--- config.mk ---
export PLATFORM = sky130hd
export DESIGN_NAME = nested_loop_counter
export DESIGN_NICKNAME = d
export VERILOG_FILES = /design/src/rtl/nested_loop_counter.sv
export SDC_FILE = /design/constraint.sdc
export NUM_CORES = 1
export LEC_CHECK = 0
export ABC_AREA = 1
export ABC_CLOCK_PERIOD_IN_PS = 1650
export BUFFER_PORTS_ARGS = -buffer_cell sky130_fd_sc_hd__buf_2
export CORE_MARGIN = 3
export CORE_UTILIZATION = 34
export CTS_CLUSTER_DIAMETER = 30
export DETAILED_ROUTE_END_ITERATION = 6
export PLACE_DENSITY = 0.64
export SLEW_MARGIN = 15
export SYNTH_ARGS = -nofsm -noshare
export SYNTH_HDL_FRONTEND = slang
export SYNTH_SLANG_ARGS = --single-unit
--- constraint.sdc ---
create_clock -name clk -period 1.65 [get_ports clk]
set_input_delay 0.165 -clock clk [delete_from_list [all_inputs] [get_ports clk]]
set_output_delay 0.165 -clock clk [all_outputs]
set_load 0.02 [all_outputs]
--- src/rtl/nested_loop_counter.sv ---
// nested_loop_counter: chain of LEVELS wrap-around counters used as nested
// loop indices (level 0 innermost). A start/busy/last handshake frames one
// full sweep of the index space.
// Optional feature (macro NESTED_LOOP_COUNTER_REPEAT_EN): adds the input
// repeat_sweep. When it is high at the completing advance, the sweep restarts
// in place instead of returning to IDLE. The name repeat_sweep is used because
// "repeat" is a reserved word.
module nested_loop_counter #(
  parameter int WIDTH  = 8,
  parameter int LEVELS = 3
) (
  input  logic                    clk,
  input  logic                    rst_n,
  input  logic                    start,
  input  logic                    stop,
  input  logic                    advance,
`ifdef NESTED_LOOP_COUNTER_REPEAT_EN
  input  logic                    repeat_sweep,
`endif
  input  logic [LEVELS*WIDTH-1:0] max_flat,
  output logic [LEVELS*WIDTH-1:0] count_flat,
  output logic [LEVELS-1:0]       wrap,
  output logic                    busy,
  output logic                    last
);

  typedef enum logic [0:0] {
    IDLE = 1'b0,
    RUN  = 1'b1
  } state_t;

  state_t                       state_r, state_s;
  logic [LEVELS-1:0][WIDTH-1:0] count_r, count_s;
  logic [LEVELS-1:0][WIDTH-1:0] max_r, max_s;
  logic [LEVELS-1:0]            wrap_r, wrap_s;
  logic                         busy_r, busy_s;
  logic                         last_r, last_s;
  logic                         carry_s;
  logic                         rep_s;

`ifdef NESTED_LOOP_COUNTER_REPEAT_EN
  assign rep_s = repeat_sweep;
`else
  assign rep_s = 1'b0;
`endif

  // Next-state logic: stop beats start beats advance. The carry ripples from
  // level 0 upward, and it survives past the top level only when the sweep completes.
  always_comb begin
    state_s = state_r;
    count_s = count_r;
    max_s   = max_r;
    wrap_s  = '0;
    last_s  = 1'b0;
    carry_s = 1'b0;
    case (state_r)
      IDLE: begin
        count_s = '0;
        if (start && !stop) begin
          max_s   = max_flat;
          state_s = RUN;
        end else begin
          state_s = IDLE;
        end
      end
      RUN: begin
        if (stop) begin
          count_s = '0;
          state_s = IDLE;
        end else if (advance) begin
          carry_s = 1'b1;
          for (int i = 0; i < LEVELS; i++) begin
            if (carry_s) begin
              if (count_r[i] == max_r[i]) begin
                count_s[i] = '0;
                wrap_s[i]  = 1'b1;
              end else begin
                count_s[i] = count_r[i] + WIDTH'(1);
                carry_s    = 1'b0;
              end
            end else begin
              count_s[i] = count_r[i];
            end
          end
          if (carry_s) begin
            last_s  = 1'b1;
            state_s = rep_s ? RUN : IDLE;
          end else begin
            state_s = RUN;
          end
        end else begin
          state_s = RUN;
        end
      end
      default: begin
        state_s = IDLE;
        count_s = '0;
      end
    endcase
    busy_s = (state_s == RUN);
  end

  // State and output registers with asynchronous clear.
  always_ff @(posedge clk or negedge rst_n) begin
    if (!rst_n) begin
      state_r <= IDLE;
      count_r <= '0;
      max_r   <= '0;
      wrap_r  <= '0;
      busy_r  <= 1'b0;
      last_r  <= 1'b0;
    end else begin
      state_r <= state_s;
      count_r <= count_s;
      max_r   <= max_s;
      wrap_r  <= wrap_s;
      busy_r  <= busy_s;
      last_r  <= last_s;
    end
  end

  assign count_flat = count_r;
  assign wrap       = wrap_r;
  assign busy       = busy_r;
  assign last       = last_r;

endmodule

==> out/metrics.yaml <==
slew_headroom: 0.622
insertion_delay_ps: 300
core_area_um2: 8300
fin_tns_setup_ps: 0
p_leak_nw: 1.88
grt_pass1_vias: 2556
fin_crit_sh: 0.903
fin_crit_ps: 1490
drtIter0Drc: 66
synth_most_common_cell: "nand2_1"
fp-row-count: 33
p_total_mw: 3.41
pin_count: 58
grt_pass1_wl_um: 11700
via_count: 2503
cts-root-buf: "clkbuf_8"
hold_viol: 0
hp-class: "in -> reg"
critPathBufInv: 1
ant_nets: 0
synth-edff-count: 0
synth_ff_type: "dfrtp_1"
path_class: "reg -> reg"
dp_hpwl_um: 5140
cp_slowest_stage_delay_ps: 470
first_pass_iters: 4
cts_num_sinks: 52
syn_avg_cell_area_um2: 8.04
async_reset_ff_frac: 1.00
rsz0062_at_grt: "false"
synth_top_cell_by_area: "dfrtp_1"
nNetsFinal: 471
post_drt_wl_per_cell_um: 12.1
status: "finished clean"
slew_viol_final: 0
crit_required_ps: 1850
synthTopCellsByArea: "dfrtp_1 44%, nand2_1 14%, inv_1 6.2%, mux2_2 5.0%, nor2_1 4.7%"
ys_seq_elements: 52
die_w_um: 98.8
critPathCaptureType: "flop"
syn_area_um2: 2930
wirelength_um: 6620
setup-violations-final: 0
syn_inst: 364
power_density_nw_per_um2: 968
yosysSeqAreaShare: 0.445
numCtsBuffers: 5
clock_skew_ps: 7.71
antenna_cells: 0
start_util: 0.352
portBuffers: 57
grt.overflow.total: 0
yosys_warnings: 0
syn2layout_area_growth_pct: 20.3
die-area_um2: 9750
yosys-top-cells-count: "110 x nand2_1, 52 x dfrtp_1, 48 x inv_1"
htree_num_levels: 2
tightest_slew_ps: 567
crit_chain: "inv_1 -> nand2_1 -> nand2_1 -> nand2_1 -> nor2_1 -> nand2_1 -> nand2_1 -> nor2_1 -> nand2_1 -> nand2_1"
crit_path_max_fanout: 8
routabilityCongestion: 0.800
antenna_found_initial: 0
drv_cap: 0
clkSlewWorstSetupHoldPaths_ps: 100
fmax_mhz: 671
syn-num-nets: 396
layout-drive-gt1-share: 0.275
crit_family: "simple AND/OR/NAND/NOR gates"
synth_top_area_share: 0.445
viasPerCell: 4.59
cts_tree: "built"
crit_path_start_kind: "flop"
route.detailed.drc: 0
grt_usage: 0.145
die_h_um: 98.8
ir_drop_uv: 343
arrival_ps: 1690
cpMaxStageDelayCell: "dfrtp_2"
cts_max_path_buffers: 2
grt_max_degree: 26
yosys.cell_types.count: 30
crit_path_frequent_cell: "nand2_1"
per-layer routing:
metal | share of wire | up-vias | track usage | wire length (µm)
li1 | - | 1285 | - | -
met1 | 0.45 | 1169 | 0.178 | 2960
met2 | 0.51 | 43 | 0.265 | 3350
met3 | 0.038 | 6 | 0.0255 | 254
met4 | 0.0086 | 0 | 0.0315 | 57
met5 | 0 | - | 0 | 0
cell type report:
class / instances / area [µm²]
clock buffer: 7 / 86.3
tap: 105 / 131
inverter: 51 / 194
multi-input combinational: 252 / 1360
fill: 846 / 4780
clock inverter: 1 / 7.51
sequential: 52 / 1310
timing repair buffer: 77 / 438
flip-flops by register name, indices dropped and copies added (netlist names):
| name | count |
|---|---|
| busy | 1 |
| wrap | 2 |
| last | 1 |
| count_flat | 24 |
| max_r | 24 |
per-stage QoR:
step           worst slack (ps)  cells  hold slack (ps)  area [µm²]   util
6_report                    161    545             83.3        3520  0.424
5_1_grt                    13.6    545             81.4        3520  0.424
3_3_place_gp                105    534              189        3390  0.408
2_1_floorplan               151    364             -131        2930      -
3_5_place_dp               53.9    534              196        3390  0.408
4_1_cts                    11.4    543             76.5        3490  0.420
cell families after synthesis:
group	count (synthesis)	synth area share
simple gates	186	0.274
buf+inv	60	0.0950
flops	52	0.445
compound gates	30	0.0586
xor+xnor	20	0.0650
mux	13	0.0500
fa+ha+maj	3	0.0128
report_power, final:
group / internal, mW / switching (mW) / total (mW)
clock: 0.342 / 0.415 / 0.757
combinational: 0.435 / 0.522 / 0.957
sequential: 1.51 / 0.183 / 1.69
total: 2.29 / 1.12 / 3.41
path summary, 6_finish.rpt:
kind                                  end  slack, ps  cells past startpoint           start
setup reg to reg           count_flat[16]        160                     10  count_flat[16]
hold / removal                   max_r[8]         80                      2     max_flat[8]
setup / recovery           count_flat[16]        160                     10  count_flat[16]
max in group asynchronous  count_flat[14]        640                      3           rst_n
min in group asynchronous       max_r[18]        380                      2           rst_n
hold reg to reg                  max_r[9]        530                      1        max_r[9]
layout by cell type (no fill, tap or decap), types with 2 or more instances in the layout:
cell,instances
nand2_2,2
ha_1,3
clkbuf_8,6
buf_4,19
nand2_1,109
buf_2,57
o21ai_2,2
inv_2,2
xor2_1,5
xnor2_1,13
dfrtp_2,4
o21ai_0,5
xnor2_2,2
o21ai_1,5
nand3_1,15
nand4_1,10
nand3_2,3
nand2_4,2
mux2_2,13
nor3_1,2
nor2_2,4
nor2_1,36
a21oi_1,17
inv_1,48
dfrtp_1,48
what timing repair did:
action	CTS	global route
hold buffers	1	0
endpoints found under the hold margin	22	0
gates resized for setup	0	7
setup buffers	0	2
endpoints found under the setup margin	0	9
Power figures use the tool's default switching activity.
